===== src/rtl/bp_pkg.sv =====
// bp_pkg: shared entry layout and default widths for the branch checkpoint queue.
package bp_pkg;
  localparam int DEF_PHT_DEPTH = 7;
  localparam int DEF_GHR_WIDTH = 4;
  typedef struct packed {
    logic                     pred;
    logic [DEF_PHT_DEPTH-1:0] index;
    logic [DEF_GHR_WIDTH-1:0] ghr;
    logic [31:0]              alt_pc;
  } bpq_entry_t;
endpackage


===== src/rtl/bpq_sat_counter.sv =====
// bpq_sat_counter: 32-bit event counter that sticks at all-ones; active-low sync reset.
module bpq_sat_counter (
  input  logic        clk,
  input  logic        rst,
  input  logic        inc_i,
  output logic [31:0] count_o
);
  logic [31:0] count_q, count_d;
  always_comb count_d = (inc_i && count_q != '1) ? count_q + 32'd1 : count_q;
  always_ff @(posedge clk) begin
    if (!rst) count_q <= '0;
    else count_q <= count_d;
  end
  assign count_o = count_q;
endmodule


===== src/rtl/bp_checkpoint_queue.sv =====
// bp_checkpoint_queue: in-order queue of in-flight branch predictions driving PHT update and mispredict recovery.
// Define BPQ_STATS_EN to add saturating resolve/mispredict counters (stat_resolved, stat_mispredict).
module bp_checkpoint_queue
  import bp_pkg::*;
#(
  parameter int DEPTH     = 4,
  parameter int PHT_DEPTH = DEF_PHT_DEPTH,
  parameter int GHR_WIDTH = DEF_GHR_WIDTH
) (
  input  logic                   clk,
  input  logic                   rst,
  input  logic                   alloc_valid,
  output logic                   alloc_ready,
  input  logic                   alloc_pred,
  input  logic [PHT_DEPTH-1:0]   alloc_index,
  input  logic [GHR_WIDTH-1:0]   alloc_ghr,
  input  logic [31:0]            alloc_alt_pc,
  input  logic                   resolve_valid,
  input  logic                   resolve_taken,
  input  logic                   flush_all,
  output logic                   upd_valid,
  output logic [PHT_DEPTH-1:0]   upd_index,
  output logic                   upd_taken,
  output logic                   mispredict,
  output logic [31:0]            recover_pc,
  output logic [GHR_WIDTH-1:0]   recover_ghr,
  output logic [$clog2(DEPTH):0] count,
`ifdef BPQ_STATS_EN
  output logic [31:0]            stat_resolved,
  output logic [31:0]            stat_mispredict,
`endif
  output logic                   resolve_err
);
  localparam int AW = $clog2(DEPTH);
  localparam int CW = AW + 1;
  typedef struct packed {
    logic                 pred;
    logic [PHT_DEPTH-1:0] index;
    logic [GHR_WIDTH-1:0] ghr;
    logic [31:0]          alt_pc;
  } entry_t;
  entry_t               mem_q [DEPTH];
  entry_t               head_e, alloc_e;
  logic [AW-1:0]        head_q, head_d, tail_q, tail_d;
  logic [CW-1:0]        count_q, count_d;
  logic                 upd_valid_q, upd_valid_d, upd_taken_q, upd_taken_d;
  logic [PHT_DEPTH-1:0] upd_index_q, upd_index_d;
  logic                 mispredict_q, mispredict_d;
  logic [31:0]          recover_pc_q, recover_pc_d;
  logic [GHR_WIDTH-1:0] recover_ghr_q, recover_ghr_d;
  logic                 resolve_err_q, resolve_err_d;
  logic                 full, empty, do_alloc, do_res, mis, clear;
  always_comb begin
    full     = count_q == CW'(DEPTH);
    empty    = count_q == '0;
    do_alloc = alloc_valid && !full && !flush_all;
    do_res   = resolve_valid && !empty && !flush_all;
    head_e   = mem_q[head_q];
    alloc_e  = '{pred: alloc_pred, index: alloc_index, ghr: alloc_ghr, alt_pc: alloc_alt_pc};
    mis      = do_res && (head_e.pred != resolve_taken);
    // A mispredict squashes every younger (wrong-path) entry, including a same-cycle alloc.
    clear    = flush_all || mis;
    head_d   = clear ? tail_q : head_q + AW'(do_res);
    tail_d   = clear ? tail_q : tail_q + AW'(do_alloc);
    count_d  = clear ? '0 : count_q + CW'(do_alloc) - CW'(do_res);
    upd_valid_d   = do_res;
    upd_index_d   = do_res ? head_e.index : upd_index_q;
    upd_taken_d   = do_res ? resolve_taken : upd_taken_q;
    mispredict_d  = mis;
    recover_pc_d  = mis ? head_e.alt_pc : recover_pc_q;
    recover_ghr_d = mis ? {head_e.ghr[GHR_WIDTH-2:0], resolve_taken} : recover_ghr_q;
    resolve_err_d = resolve_err_q || (resolve_valid && empty && !flush_all);
  end
  always_ff @(posedge clk) begin
    if (do_alloc) mem_q[tail_q] <= alloc_e;
  end
  always_ff @(posedge clk) begin
    if (!rst) begin
      head_q        <= '0;
      tail_q        <= '0;
      count_q       <= '0;
      upd_valid_q   <= 1'b0;
      upd_index_q   <= '0;
      upd_taken_q   <= 1'b0;
      mispredict_q  <= 1'b0;
      recover_pc_q  <= '0;
      recover_ghr_q <= '0;
      resolve_err_q <= 1'b0;
    end else begin
      head_q        <= head_d;
      tail_q        <= tail_d;
      count_q       <= count_d;
      upd_valid_q   <= upd_valid_d;
      upd_index_q   <= upd_index_d;
      upd_taken_q   <= upd_taken_d;
      mispredict_q  <= mispredict_d;
      recover_pc_q  <= recover_pc_d;
      recover_ghr_q <= recover_ghr_d;
      resolve_err_q <= resolve_err_d;
    end
  end
  assign alloc_ready = !full;
  assign upd_valid   = upd_valid_q;
  assign upd_index   = upd_index_q;
  assign upd_taken   = upd_taken_q;
  assign mispredict  = mispredict_q;
  assign recover_pc  = recover_pc_q;
  assign recover_ghr = recover_ghr_q;
  assign count       = count_q;
  assign resolve_err = resolve_err_q;
`ifdef BPQ_STATS_EN
  bpq_sat_counter u_stat_resolved (.clk(clk), .rst(rst), .inc_i(do_res), .count_o(stat_resolved));
  bpq_sat_counter u_stat_mispredict (.clk(clk), .rst(rst), .inc_i(mis), .count_o(stat_mispredict));
`endif
endmodule


===== config.mk =====
export PLATFORM = sky130hd
export DESIGN_NAME = bp_checkpoint_queue
export DESIGN_NICKNAME = d
export VERILOG_FILES = /design/src/rtl/bp_pkg.sv /design/src/rtl/bpq_sat_counter.sv /design/src/rtl/bp_checkpoint_queue.sv
export SDC_FILE = /design/constraint.sdc
export NUM_CORES = 1
export LEC_CHECK = 0
export BUFFER_PORTS_ARGS = -buffer_cell sky130_fd_sc_hd__buf_2
export CORE_ASPECT_RATIO = 1.75
export CORE_UTILIZATION = 40
export DETAILED_ROUTE_END_ITERATION = 8
export SYNTH_ARGS = -nofsm -noshare
export SYNTH_HDL_FRONTEND = slang
export SYNTH_SLANG_ARGS = --single-unit

===== constraint.sdc =====
create_clock -name clk -period 9.8 [get_ports clk]
set_input_delay 0 -clock clk [delete_from_list [all_inputs] [get_ports clk]]
set_output_delay 0 -clock clk [all_outputs]
set_load 0.02 [all_outputs]

==> results of run 1 <==
registers in the layout, indices dropped and copies added (netlist names):
name,count
tail_q,2
upd_index,7
upd_valid,1
mem_q,172
recover_pc,32
head_q,2
upd_taken,1
mispredict,1
resolve_err,1
count,3
recover_ghr,4
final cells by class:
type	count	area, um2
clock buffer	28	572
clock inverter	10	111
fill	1779	10500
inverter	9	33.8
multi-input combinational	225	2100
sequential	226	6250
tap	252	315
timing repair buffer	154	1030
per-stage QoR:
stage | hold slack (ps) | std cells | worst slack, ps
2_1_floorplan | 98.9 | 494 | 5430
3_3_place_gp | 209 | 819 | 6070
3_5_place_dp | 217 | 819 | 6030
4_1_cts | 236 | 904 | 6010
5_1_grt | 251 | 904 | 5840
6_report | 252 | 904 | 6160
worst max-delay path by stage:
| stage | depth (start not counted) | end | from | slack [ps] |
|---|---|---|---|---|
| 2_1_floorplan | 4 | mem_q[0][0] | count[1] | 5430 |
| 3_3_place_gp | 6 | recover_ghr[1] | head_q[0] | 6070 |
| 3_5_place_dp | 6 | recover_pc[0] | head_q[0] | 6030 |
| 4_1_cts | 6 | recover_pc[0] | head_q[0] | 6010 |
| 5_1_grt | 6 | recover_ghr[3] | head_q[0] | 5840 |
| 6_report | 6 | recover_pc[0] | head_q[0] | 6160 |
power by group through the flow:
stage	registers, mW	clock network, mW	logic, mW
floorplan	1.09	0	0.0834
global placement	1.09	0	0.117
detailed placement	1.10	0	0.120
CTS	1.07	0.824	0.136
global route	1.08	0.864	0.145
finish	1.07	0.807	0.134
repair_timing:
item,in CTS,in global routing
hold endpoints to repair,182,0
setup buffers,0,0
hold buffers,47,0
cells in the final DEF (no fill, tap or decap), types with 2 or more instances in the layout:
master / n
a211oi_1: 2
a21oi_1: 11
and3_1: 6
and3_2: 2
buf_2: 99
buf_4: 8
bufinv_16: 2
clkbuf_1: 5
clkbuf_16: 21
clkbuf_8: 2
clkinv_1: 2
clkinv_2: 2
clkinv_4: 2
dfxtp_1: 52
dlygate4sd3_1: 47
edfxtp_1: 172
ha_1: 4
inv_1: 7
inv_2: 2
mux2i_1: 2
mux4_2: 43
nand2_1: 57
nand2b_1: 2
nand4_1: 37
nor2_1: 5
nor3_1: 2
nor3_2: 2
o21ai_1: 6
o21ai_2: 30
xnor2_1: 2
routing by layer:
layer | wire length (um) | GRT usage (%) | vias to the layer above
met2 | 9510 | 30.9 | 104
met1 | 6930 | 19.8 | 2494
met3 | 722 | 2.33 | 18
met4 | 312 | 4.79 | 0
met5 | 0 | 0 | -
li1 | - | - | 2218
logic make-up after synthesis:
logic type                 Yosys count  synth area share, %
buffers and inverters               43                 2.44
DFF                                226                 73.3
xor gates and xnor gates             4                0.499
and+or+nand+nor                    118                 6.78
AOI/OAI and AO/OA                   53                 4.59
adders and majority gates            5                0.822
muxes                               45                 11.6
==> results.sh, run 1 <==
export IMPL_area_growth_syn_to_layout_pct=22.1
export IMPL_yosysTopAreaCellShare_pct=60.6
export IMPL_die_height_um=195
export IMPL_power_leakage_nw=3.67
export IMPL_path_delay_family="flip-flops"
export IMPL_final_util_pct=49.7
export IMPL_chipWidth_um=112
export IMPL_initial_core_util_pct=40.7
export IMPL_yosys_top_cells_count="edfxtp_1, nand2_1, dfxtp_1, mux4_2, nand4_1"
export IMPL_rsz0062_at_grt="false"
export IMPL_ios=101
export IMPL_io_buffers=99
export IMPL_synth_area_um2=8520
export IMPL_clkPwrFrac_pct=40.0
export IMPL_worstPathMaxFanout=44
export IMPL_antenna_found_initial=0
export IMPL_p_comb_share_pct=6.7
export IMPL_insertedDiodeCount=0
export IMPL_grt_overflow_total=0
export IMPL_setup_viol=0
export IMPL_std_cell_rows=70
export IMPL_vias=4834
export IMPL_syn_nets=549
export IMPL_fin_area_um2=10400
export IMPL_wl_per_cell_um=19.3
export IMPL_track_usage_pct=16.6
export IMPL_cpMostUsedCell="buf_4"
export IMPL_status="finished, violations left"
export IMPL_worstMarginPinSlew_ps=1090
export IMPL_crit_slowest_cell="dfxtp_4"
export IMPL_cts_max_path_buffers=3
export IMPL_yosys_area_top_type="edfxtp_1"
export IMPL_seq_area_frac_synth_pct=73.3
export IMPL_reg2reg_depth=6
export IMPL_synth_flop_cell="edfxtp_1"
export IMPL_violations="DRC"
export IMPL_drtIter0Drc=219
export IMPL_synth_edf_count=172
export IMPL_worstHoldStart="alloc_alt_pc[20]"
export IMPL_hold_path_class="input pin to register"
export IMPL_synth_seq_cells=226
export IMPL_synth_most_common_cell="edfxtp_1"
export IMPL_hold_violations=0
export IMPL_nets=692
export IMPL_slew_headroom_pct=27.0
export IMPL_clock_latency_ps=500
export IMPL_timing_rr_end="recover_pc[0]"
export IMPL_ir_drop_mv=0.0954
export IMPL_grt_max_degree=78
export IMPL_dieArea_um2=21900
export IMPL_hold_depth=2
export IMPL_cp_arrival_ps=4010
export IMPL_syn_inst=494
export IMPL_remaining_drc_errors=7
export IMPL_final_setup_skew_ps=17.2
export IMPL_tns_ps=0
export IMPL_fmax_ghz=0.275
export IMPL_drtPass1Iterations=6
export IMPL_drive_gt1_share_pct=33.9
export IMPL_ys_async_sr_fraction_pct=0
export IMPL_grt_pass1_vias=5153
export IMPL_switchingPower_mw=0.429
export IMPL_p_int_mw=1.59
export IMPL_coreArea_um2=20900
export IMPL_cts_tree="built"
export IMPL_cts_root_buf="clkbuf_16"
export IMPL_max_cap_viol_count=0
export IMPL_via_per_inst=5.35
export IMPL_gp_congestion=0.691
export IMPL_synth_area_top_cells="edfxtp_1, dfxtp_1, mux4_2"
export IMPL_ant_nets=0
export IMPL_rr_startpoint="head_q[0]"
export IMPL_startpoint_type="register"
export IMPL_finalMaxSlewViolations=0
export IMPL_crit_buf_inv=2
export IMPL_dp_hpwl_mm=9.62
export IMPL_cts_resized=0
export IMPL_htreeDepth=1
export IMPL_cts_made_buffers=21
export IMPL_crit_chain="mux4_2, xor2_4, buf_4, and2_2, buf_4, o21ai_1"
export IMPL_clk_pin_slew_ps=60
export IMPL_wl_mm=17.5
export IMPL_p_per_area_nw_per_um2=194
export IMPL_whs_endpoint="mem_q[2][20]"
export IMPL_placed_cell_area_um2=9250
export IMPL_critPathRequiredTime_ps=10160
export IMPL_cts_sinks=226
export IMPL_slowest_delay_ps=980
export IMPL_ys_types=35
export IMPL_ys_warn_count=0
export IMPL_fin_crit_sh_pct=37.2
export IMPL_fin_crit_ps=3640
export IMPL_p_total_mw=2.01
export IMPL_pwr_share_seq_pct=53.3
export IMPL_crit_path_end_kind="register"
export IMPL_ff2ff_setup_slack_ps=6160
export IMPL_syn_area_per_cell_um2=17.3
export IMPL_power_switching_share_pct=21.3
export IMPL_worst_setup_path_type="register to register"
export IMPL_grt_pass1_wl_mm=28.1
Power figures use the tool's default switching activity.
==> inputs of run 2 (changes only) <==
==> constraint.sdc (replaced) <==
create_clock -name clk -period 3.12 [get_ports clk]
set_input_delay 0 -clock clk [delete_from_list [all_inputs] [get_ports clk]]
set_output_delay 0 -clock clk [all_outputs]
set_load 0.02 [all_outputs]
==> results.sh, run 2 (synthesis gave the netlist of run 1 again) <==
export IMPL_final_setup_skew_ps=7.00
export IMPL_clkPwrFrac_pct=40.4
export IMPL_fin_area_um2=10500
export IMPL_post_cts_buffers=0
export IMPL_grt_pass1_vias=5077
export IMPL_cts_root_buf="clkbuf_16"
export IMPL_placed_cell_area_um2=9330
export IMPL_dp_hpwl_mm=10.0
export IMPL_final_cell_mix="edfxtp_1, buf_2, nand2_1"
export IMPL_worst_setup_path_type="register to register"
export IMPL_cts_max_path_buffers=3
export IMPL_hold_violations=0
export IMPL_seqCellArea_um2=6250
export IMPL_ios=101
export IMPL_fin_crit_sh_pct=77.0
export IMPL_nFillCells=1744
export IMPL_slew_headroom_pct=39.4
export IMPL_area_growth_syn_to_layout_pct=23.1
export IMPL_crit_path_end_kind="register"
export IMPL_cts_made_buffers=20
export IMPL_std_cell_rows=70
export IMPL_cts_resized=0
export IMPL_startpoint_type="register"
export IMPL_clk_pin_slew_ps=70
export IMPL_violations="DRC"
export IMPL_final_common_cell="edfxtp_1"
export IMPL_drtIter0Drc=295
export IMPL_cp_arrival_ps=2780
export IMPL_fin_crit_ps=2400
export IMPL_top_register="mem_q"
export IMPL_finalMaxSlewViolations=0
export IMPL_initial_core_util_pct=40.7
export IMPL_worstPathMaxFanout=4
export IMPL_p_int_mw=5.08
export IMPL_cts_tree="built"
export IMPL_max_cap_viol_count=0
export IMPL_status="finished, violations left"
export IMPL_track_usage_pct=16.4
export IMPL_p_comb_share_pct=7.4
export IMPL_pwr_share_seq_pct=52.2
export IMPL_power_switching_share_pct=20.5
export IMPL_grt_overflow_total=0
export IMPL_coreArea_um2=20900
export IMPL_gp_congestion=0.737
export IMPL_clock_latency_ps=490
export IMPL_switchingPower_mw=1.31
export IMPL_p_per_area_nw_per_um2=609
export IMPL_ant_nets=0
export IMPL_remaining_drc_errors=7
export IMPL_multiInputGateArea_um2=2100
export IMPL_drive_gt1_share_pct=34.2
export IMPL_grt_pass1_wl_mm=27.6
export IMPL_critPathRequiredTime_ps=3500
export IMPL_htreeDepth=1
export IMPL_power_leakage_nw=3.71
export IMPL_rsz0062_at_grt="false"
export IMPL_wl_per_cell_um=19.3
export IMPL_chipWidth_um=112
export IMPL_dieArea_um2=21900
export IMPL_grt_max_degree=50
export IMPL_drtPass1Iterations=6
export IMPL_wl_mm=17.5
export IMPL_insertedDiodeCount=0
export IMPL_ir_drop_mv=0.315
export IMPL_cts_sinks=226
export IMPL_via_per_inst=5.37
export IMPL_holdWs_ps=109
export IMPL_nets=696
export IMPL_vias=4871
export IMPL_setup_viol=0
export IMPL_antenna_found_initial=0
export IMPL_hold_path_class="input pin to register"
export IMPL_fmax_ghz=0.416
export IMPL_largest_reg_flops=172
export IMPL_worstMarginPinSlew_ps=910
export IMPL_io_buffers=99
export IMPL_die_height_um=195
run 2: power groups by stage:
stage	Clock [mW]	Sequential, mW	Combinational (mW)
CTS	2.63	3.34	0.479
global placement	0	3.40	0.417
floorplan	0	3.41	0.262
detailed placement	0	3.40	0.429
global route	2.73	3.34	0.508
finish	2.58	3.34	0.470
run 2: layout make-up:
type | count | share of cell area, %
Sequential cell | 226 | 59.6
Tap cell | 252 | 3.00
Timing Repair Buffer | 159 | 10.5
Clock buffer | 27 | 5.52
Inverter | 9 | 0.322
Clock inverter | 9 | 1.11
Multi-Input combinational cell | 225 | 20.0
run 2: worst max-delay path, cell delays in order, from the launching register on:
cell and delay, ps:
dfxtp_1 330, nor3_1 390, or2_1 200, inv_2 40, ha_1 270, inv_1 40
ha_1 180, fa_1 370, xnor2_1 220, xnor2_1 90, and3_1 170
run 2: per-stage QoR:
step / setup WS, ps / total power [mW] / cells / utilization [%] / setup TNS (ps)
after floorplan: -1250 / 3.68 / 494 / - / -107330
after global placement: 761 / 3.82 / 824 / 44.6 / 0
after detailed placement: 723 / 3.83 / 824 / 44.6 / 0
after CTS: 715 / 6.45 / 907 / 50.1 / 0
after global routing: 564 / 6.58 / 907 / 50.1 / 0
final: 719 / 6.39 / 907 / 50.1 / 0
run 2: metal layers:
metal	wire length [um]	track usage (%)	share of wire [%]
met2	9500	30.4	54
met5	0	0	0
met4	392	5.83	2.2
met1	6830	19.3	39
met3	821	2.05	4.7
run 2: final timing paths:
kind | start | to | slack (ps) | depth (start not counted)
worst max-delay path | count[1] | count[2] | 720 | 10
worst min-delay path | rst | recover_ghr[1] | 110 | 3
worst max register to register | count[1] | count[2] | 720 | 10
worst min register to register | recover_pc[0] | recover_pc[0] | 440 | 2
run 2: what timing repair did:
item | in CTS | in global routing
hold buffers | 47 | 0
setup endpoints to repair | 0 | 0
hold endpoints to repair | 182 | 0
